## src/rtl/irq_pkg.sv

```systemverilog
// Shared definitions for the generic interrupt controller: FSM states,
// arbitration modes and the source-index width helper.
package irq_pkg;

  typedef enum logic {
    IDLE = 1'b0,
    REQ  = 1'b1
  } state_t;

  localparam int ARB_FIXED = 0;
  localparam int ARB_RR    = 1;

  // A single source still needs a one-bit index.
  function automatic int id_width(input int n);
    return (n <= 1) ? 1 : $clog2(n);
  endfunction

endpackage

```

## src/rtl/irq_arbiter.sv

```systemverilog
// Combinational winner selection among eligible interrupt sources,
// either lowest-index-first or round-robin starting at rr_ptr.
module irq_arbiter
  import irq_pkg::*;
#(
  parameter  int NUM_IRQ  = 8,
  parameter  int ARB_MODE = ARB_FIXED,
  localparam int ID_W     = id_width(NUM_IRQ)
) (
  input  logic [NUM_IRQ-1:0] eligible,
  input  logic [ID_W-1:0]    rr_ptr,
  output logic               valid,
  output logic [ID_W-1:0]    winner
);

  if (ARB_MODE == ARB_RR) begin : g_rr
    logic [NUM_IRQ-1:0] rot;
    int                 ofs;
    int                 sum;

    // Rotate so that bit 0 of rot is the source at rr_ptr.
    assign rot = NUM_IRQ'({eligible, eligible} >> rr_ptr);

    always_comb begin
      valid  = 1'b0;
      winner = '0;
      ofs    = 0;
      sum    = 0;
      for (int k = NUM_IRQ - 1; k >= 0; k--) begin
        if (rot[k]) begin
          valid = 1'b1;
          ofs   = k;
        end
      end
      sum = int'(rr_ptr) + ofs;
      if (sum >= NUM_IRQ) sum = sum - NUM_IRQ;
      winner = ID_W'(sum);
    end
  end else begin : g_fixed
    logic unused_rr;
    assign unused_rr = ^rr_ptr;

    always_comb begin
      valid  = 1'b0;
      winner = '0;
      for (int i = NUM_IRQ - 1; i >= 0; i--) begin
        if (eligible[i]) begin
          valid  = 1'b1;
          winner = ID_W'(i);
        end
      end
    end
  end

endmodule

```

## src/rtl/irq_controller_n.sv

```systemverilog
// Generic N-source interrupt controller: gates flags by mask and SREG.I,
// latches one winner as an irq request and strobes its flag clear on ack.
module irq_controller_n
  import irq_pkg::*;
#(
  parameter  int DATA_WIDTH    = 8,
  parameter  int I_ADDR_WIDTH  = 10,
  parameter  int NUM_IRQ       = 8,
  parameter  int VECTOR_BASE   = 1,
  parameter  int VECTOR_STRIDE = 1,
  parameter  int SREG_I_BIT    = 7,
  parameter  int ARB_MODE      = ARB_FIXED,
  localparam int ID_W          = id_width(NUM_IRQ)
) (
  input  logic                    clk,
  input  logic                    reset,
  input  logic [NUM_IRQ-1:0]      irq_flags,
  input  logic [NUM_IRQ-1:0]      irq_mask,
  input  logic [DATA_WIDTH-1:0]   mem_sreg,
  input  logic                    irq_ack,
  output logic                    irq,
  output logic [I_ADDR_WIDTH-1:0] vector,
  output logic [ID_W-1:0]         irq_id,
  output logic [NUM_IRQ-1:0]      flag_clr
);

  if (NUM_IRQ < 1 || NUM_IRQ > 32) begin : g_bad_num_irq
    $error("irq_controller_n: NUM_IRQ must be in 1..32");
  end
  if ((longint'(VECTOR_BASE) + longint'(NUM_IRQ - 1) * longint'(VECTOR_STRIDE))
      >= (longint'(1) << I_ADDR_WIDTH)) begin : g_bad_vector
    $error("irq_controller_n: highest vector does not fit in I_ADDR_WIDTH");
  end

  state_t             state;
  logic [ID_W-1:0]    rr_ptr;
  logic [NUM_IRQ-1:0] eligible;
  logic [NUM_IRQ-1:0] latched_onehot;
  logic               latched_ok;
  logic               arb_valid;
  logic [ID_W-1:0]    arb_winner;
  logic               unused_sreg;

  assign unused_sreg    = ^mem_sreg;
  assign eligible       = irq_flags & irq_mask & {NUM_IRQ{mem_sreg[SREG_I_BIT]}};
  assign latched_onehot = NUM_IRQ'(1) << irq_id;
  assign latched_ok     = |(eligible & latched_onehot);

  irq_arbiter #(
    .NUM_IRQ  (NUM_IRQ),
    .ARB_MODE (ARB_MODE)
  ) u_arbiter (
    .eligible (eligible),
    .rr_ptr   (rr_ptr),
    .valid    (arb_valid),
    .winner   (arb_winner)
  );

  always_ff @(posedge clk or negedge reset) begin
    if (!reset) begin
      state    <= IDLE;
      irq      <= 1'b0;
      vector   <= '0;
      irq_id   <= '0;
      flag_clr <= '0;
      rr_ptr   <= '0;
    end else begin
      flag_clr <= '0;
      case (state)
        IDLE: begin
          if (arb_valid) begin
            irq    <= 1'b1;
            irq_id <= arb_winner;
            vector <= I_ADDR_WIDTH'(VECTOR_BASE + int'(arb_winner) * VECTOR_STRIDE);
            state  <= REQ;
          end
        end
        REQ: begin
          // Ack wins over a same-cycle withdrawal of the latched source.
          if (irq_ack) begin
            irq      <= 1'b0;
            flag_clr <= latched_onehot;
            state    <= IDLE;
            if (ARB_MODE == ARB_RR)
              rr_ptr <= (int'(irq_id) == NUM_IRQ - 1) ? '0 : irq_id + 1'b1;
          end else if (!latched_ok) begin
            irq   <= 1'b0;
            state <= IDLE;
          end
        end
        default: state <= IDLE;
      endcase
    end
  end

endmodule

```

## config.mk

```make
export PLATFORM = sky130hd
export DESIGN_NAME = irq_controller_n
export DESIGN_NICKNAME = d
export VERILOG_FILES = /design/src/rtl/irq_pkg.sv /design/src/rtl/irq_arbiter.sv /design/src/rtl/irq_controller_n.sv
export SDC_FILE = /design/constraint.sdc
export NUM_CORES = 1
export LEC_CHECK = 0
export BUFFER_PORTS_ARGS = -buffer_cell sky130_fd_sc_hd__buf_2
export CAP_MARGIN = 20
export CORE_MARGIN = 2
export CORE_UTILIZATION = 44
export CTS_BUF_LIST = sky130_fd_sc_hd__clkbuf_16
export CTS_CLUSTER_SIZE = 14
export DETAILED_ROUTE_END_ITERATION = 6
export PLACE_DENSITY = 0.78
export RECOVER_POWER = 25
export SYNTH_ARGS = -nofsm -noshare
export SYNTH_HDL_FRONTEND = slang
export SYNTH_SLANG_ARGS = --single-unit
```

## constraint.sdc

```tcl
create_clock -name clk -period 1.69 [get_ports clk]
set_input_delay 0.338 -clock clk [delete_from_list [all_inputs] [get_ports clk]]
set_output_delay 0.338 -clock clk [all_outputs]
set_load 0.1 [all_outputs]
```

== After elaboration in Yosys (flattened, before gate mapping) ==
Index checks and enable logic that the tools add are counted.
W data, S select, Z words.

* Logic and storage cells: 42
* Output and inout port bits: 22
* Input bits: 27
* Flip-flop bits (word level): 23

* Reduce and logical (&&, ||, !) cells: 3
* Add/subtract/negate cells: 1
* Equality and inequality tests: 2
* Bitwise operators: 4
* Shift-type cells: 1
* Muxes and demuxes: 26

{| class="wikitable"
|+ Operators by type and width
! operator !! count
|-
| $and A8 B8 Y8 || 3
|-
| $mux W3 || 8
|-
| $mux W8 || 2
|-
| $mux W1 || 14
|-
| $reduce_or A8 Y1 || 1
|-
| $shl A1 B3 Y8 const A || 1
|-
| $add A1 B3 Y4 const A || 1
|-
| $pmux W1 S2 || 2
|-
| $reduce_and A2 Y1 || 2
|-
| $ne A3 B3 Y1 const B || 1
|-
| $ne A2 B2 Y1 const B || 1
|-
| $not A1 Y1 || 1
|}

== Longest topological paths before layout ==
* Depth in word-level cells: 12
* Mapped depth: 7
* Gate-level depth less buffers: 7

== By module ==
A second synthesis with hierarchy kept.

* Cell total of the unflattened synthesis: 97
* Area total of the unflattened synthesis: 949.7 um^2

{| class="wikitable"
|+ Modules (own cells, without submodules)
! module !! cells each !! times used !! area an instance (um^2) !! sequential area each (um^2)
|-
| irq_controller_n || 84 || 1 || 869.6 || 425.4
|-
| irq_arbiter || 13 || 1 || 80.1 || 0.0
|}

== Worst setup path before layout ==
No wires, ideal clock.

* Path kind: reg-to-reg
* Start: register irq_id[0]
* End: register irq
* Data arrival time: 1863 ps
* Setup time: 129 ps
* Required time: 1561 ps
* Path slack: -302 ps
* Buffers on the path: 0
* Stages on the path, launching flop included: 4
* Period minus slack after synthesis: 1992 ps
* Path through: dfrtp_1 mux4_2 o32ai_1 a21oi_1

* Longest elaborated chain between the ends: 5

{| class="wikitable"
|+ RTL lines
! element !! line !! source
|-
| from (decl) || irq_controller_n.sv:23 || <nowiki>output logic [ID_W-1:0] irq_id,</nowiki>
|-
| from (signal assigned) || irq_controller_n.sv:73 || <nowiki>irq_id <= arb_winner;</nowiki>
|-
| $shl A1 B3 Y8 || irq_controller_n.sv:46 || <nowiki>assign latched_onehot = NUM_IRQ'(1) << irq_id;</nowiki>
|-
| $and A8 B8 Y8 || irq_controller_n.sv:47 || <nowiki>assign latched_ok = |(eligible & latched_onehot);</nowiki>
|-
| $reduce_or A8 Y1 || irq_controller_n.sv:47 ||
|-
| $ne A3 B3 Y1 (no source line) || n/a ||
|-
| $reduce_and A2 Y1 (no source line) || n/a ||
|-
| to (signal assigned) || irq_controller_n.sv:62 || <nowiki>irq <= 1'b0;</nowiki>
|-
| to (signal assigned) || irq_controller_n.sv:72 || <nowiki>irq <= 1'b1;</nowiki>
|-
| to (signal assigned) || irq_controller_n.sv:81 || <nowiki>irq <= 1'b0;</nowiki>
|-
| to (decl) || irq_controller_n.sv:21 || <nowiki>output logic irq,</nowiki>
|}

Every way passes these cells.
A chain may end at the register's enable or synchronous reset.

== Worst setup path after layout ==
* Start: input port irq_flags[5]
* End: register vector[2]

* Longest elaborated chain between the ends: 9
* Elaborated cells between the ends (all ways): 16
* Classes of those cells: add/sub: 1; mux: 12; bitwise: 2; reduce/logical: 1

{| class="wikitable"
|+ RTL lines
! element !! line !! source
|-
| from (decl) || irq_controller_n.sv:17 || <nowiki>input logic [NUM_IRQ-1:0] irq_flags,</nowiki>
|-
| $and A8 B8 Y8 (2 in a row) || irq_controller_n.sv:45 || <nowiki>assign eligible = irq_flags & irq_mask & {NUM_IRQ{mem_sreg[SREG_I_BIT]}};</nowiki>
|-
| $mux W3 (6 in a row) || irq_arbiter.sv:47 || <nowiki>if (eligible[i]) begin</nowiki>
|-
| named net arb_winner[0] || irq_controller_n.sv:41 || <nowiki>logic [ID_W-1:0] arb_winner;</nowiki>
|-
| $add A1 B3 Y4 || irq_controller_n.sv:74 || <nowiki>vector <= I_ADDR_WIDTH'(VECTOR_BASE + int'(arb_winner) * VECTOR_STRIDE);</nowiki>
|-
| to (signal assigned) || irq_controller_n.sv:74 ||
|-
| to (decl) || irq_controller_n.sv:22 || <nowiki>output logic [I_ADDR_WIDTH-1:0] vector,</nowiki>
|}

The timed path passes the listed nets, and every way through them passes these cells.

==> out/results.tsv <==
metric	value	unit
run status	completed	
leakage power total	0.610	nW
Final Wtd Congestion	0.809	
power density of the placed cells	1290	nW/um^2
max_slew headroom	0.421	
number of cells traversed by the worst register-to-register path	3	
global-route wire length before repair	3470	um
number of nets in the layout	163	
post-synthesis sequential area ratio	0.449	
Tcrit/Tclk final	0.902	
Row Count	16	
I/O Pins	49	
Resize count post-CTS	0	
fraction of final layout cells with drive strength greater than 1	0.381	
TNS Setup	0	ns
CTS H-tree depth	1	
largest family of logic cells by synthesized area	compound AO/OA/AOI/OAI gates	
max-cap viol count	0	
Crit Path Class	in -> reg	
Total Die Area	2540	sq um
Starting Density	0.474	
chip width	50.4	um
setup slack on the worst flop-to-flop path	0.21	ns
top cells by area, synth	sky130_fd_sc_hd__dfrtp_1, sky130_fd_sc_hd__nand2_1, sky130_fd_sc_hd__buf_4	
register bit total from synthesis	17	
destination of the critical timing path	vector[2]	
Yosys cell types	39	
area of the core	2000	sq um
final instance area	1250	sq um
average cell area after synthesis	10.2	sq um
count of buffers added by post-CTS timing repair for setup	0	
Inserted Clock Buffers	3	
CP endpoint kind	flip-flop	
Final HPWL DP	1650	um
number of antenna repair diodes	0	
library cell with the highest instance count after synthesis	sky130_fd_sc_hd__dfrtp_1	
number of global-route vias before repair	786	
Sink Count	17	
buffer cell driving the clock tree root	sky130_fd_sc_hd__clkbuf_16	
post-layout utilization of the core	0.624	
vertical die dimension	50.4	um
leading post-synthesis cells by instance count	sky130_fd_sc_hd__dfrtp_1, sky130_fd_sc_hd__nand2_1, sky130_fd_sc_hd__nor2_1, sky130_fd_sc_hd__buf_4, sky130_fd_sc_hd__and2_1	
number of inserted filler cells in the final layout	177	
Post-Route WL	2130	um
fmax	656	MHz
summed instance area of the synthesized netlist	948	sq um
most used flip-flop cell after synthesis	sky130_fd_sc_hd__dfrtp_1	
combined global-route utilization of all metal layers	0.184	
adder and majority gate portion of the synthesized area	0.0132	
dpl cell area	1170	sq um
clock latency at the later pin of the worst-skew pair	0.25	ns
FFs w/ async S/R, synth	1.00	
final clock skew	0.00309	ns
Max Slew Vio Count	0	
maximum fanout along the worst path	3	
total of hold buffers inserted after clock tree synthesis	0	
dominant cell type by area after synthesis	sky130_fd_sc_hd__dfrtp_1	
total of warnings raised by yosys	0	
simple-gate share of the synthesized area	0.204	
RSZ-0062 raised after global routing	false	
endpoint of the lowest-slack register-to-register path	irq_id[1]	
count of endpoints failing hold in the final timing report	0	
first-iteration detailed-routing DRC count	9	
clock-pin slew of the registers on the worst-case setup and hold paths	0.05	ns
DRC	0	
proportion of synthesized area in mux cells	0.0396	
vias after detailed routing	820	
R2R Path Start	state	
xor and xnor area share after synthesis	0.00923	
CTS tree	built	
initial antenna violation count	0	
antenna violation net count after detailed routing	0	
Area growth, synth to finish	31.7	%
number of endpoints failing setup at the final stage	0	
worst hold path class	in -> async	
WP data required	1.82	ns
grt ovf	0	
maximum number of buffers from clock root to sink	2	
compound-cell area share of the yosys netlist	0.222	
maximum VDD drop	0.661	mV
share of the synthesized area in the top cell type	0.449	
cells after synthesis	93	
post-layout minimum cycle time	1.53	ns
arrival time of the worst setup path	1.65	ns
measured slew at the worst slew-check pin	0.869	ns
Worst Setup SP	irq_flags[5]	
maximum number of pins on one net before global-route repair	18	
Critical Path Source Type	input pin	
per-cell routed wire length	13.2	um
count of flip-flops with a built-in enable after synthesis	0	
DR vias/cell	5.09	
drt pass-1 iters	4	
Port-buffer cells	35	
## state kept, by name, indices dropped and copies added (netlist names)
register / count
flag_clr: 8
irq: 1
irq_id: 3
state: 1
vector: 4
## metrics by stage
| stage | cells | power [mW] | hold slack (ns) | setup slack [ns] |
|---|---|---|---|---|
| after floorplan | 98 | 1.03 | 0.0424 | 0.00339 |
| after global placement | 157 | 1.14 | 0.268 | -0.0472 |
| after detailed placement | 157 | 1.16 | 0.276 | -0.0555 |
| after CTS | 161 | 1.62 | 0.0160 | 0.173 |
| after global routing | 161 | 1.67 | 0.288 | 0.105 |
| final | 161 | 1.61 | 0.185 | 0.165 |
## layout make-up
class,count,area (sq um),area share
Tap cell,27,33.8,0.0271
Clock inverter,1,3.75,0.00301
Sequential cell,17,429,0.344
Multi-Input combinational cell,72,492,0.394
Timing Repair Buffer,40,211,0.169
Inverter,1,3.75,0.00301
Clock buffer,3,75.1,0.0601
## worst min path at each step
stage,startpoint,cells past startpoint,slack (ns),end
after floorplan,reset,0,0.04,flag_clr[0]
after global placement,reset,1,0.27,vector[2]
after detailed placement,reset,1,0.28,vector[2]
after CTS,reset,1,0.02,vector[2]
after global routing,reset,1,0.29,vector[1]
final,reset,1,0.19,vector[2]
## power breakdown
group,leakage [nW],internal (mW),switching (mW)
sequential,0.220,0.456,0.0491
combinational,0.348,0.141,0.507
clock,0.0423,0.313,0.144
## worst max-delay path, cell delays in order
cell                       delay (ns)
sky130_fd_sc_hd__buf_2           0.11
sky130_fd_sc_hd__and2_1          0.16
sky130_fd_sc_hd__a31o_1          0.19
sky130_fd_sc_hd__a221oi_2        0.30
sky130_fd_sc_hd__nor2_1          0.10
sky130_fd_sc_hd__ha_1            0.21
sky130_fd_sc_hd__xnor2_1         0.16
sky130_fd_sc_hd__o21ai_1         0.08
## cells in the final DEF (no fill, tap or decap), types with 3 or more instances in the layout
master                      Yosys  layout
sky130_fd_sc_hd__nand2_1       13      13
sky130_fd_sc_hd__dfrtp_1       17      14
sky130_fd_sc_hd__conb_1         1       6
sky130_fd_sc_hd__dfrtp_2        0       3
sky130_fd_sc_hd__nor2_1         7       7
sky130_fd_sc_hd__and2_1         4       4
sky130_fd_sc_hd__buf_2          0      34
sky130_fd_sc_hd__o21ai_1        3       3
sky130_fd_sc_hd__buf_4          6       5
sky130_fd_sc_hd__clkbuf_16      0       3
## cell families after synthesis
| kind of cell | count (synthesis) |
|---|---|
| adder cells (fa/ha/maj) | 1 |
| buffers and inverters | 9 |
| AO/OA/AOI/OAI | 24 |
| other | 1 |
| AND/OR/NAND/NOR | 38 |
| flip-flops | 17 |
| multiplexers | 2 |
| XOR/XNOR | 1 |
## metal layers
metal	GRT usage	wire length, um	up-vias	part of all wire
met5	0	0	-	0
li1	-	-	412	-
met1	0.224	896	368	0.42
met2	0.314	1060	34	0.50
met4	0.113	57	0	0.027
met3	0.0179	121	6	0.057
(Power assumes the default switching activity.)
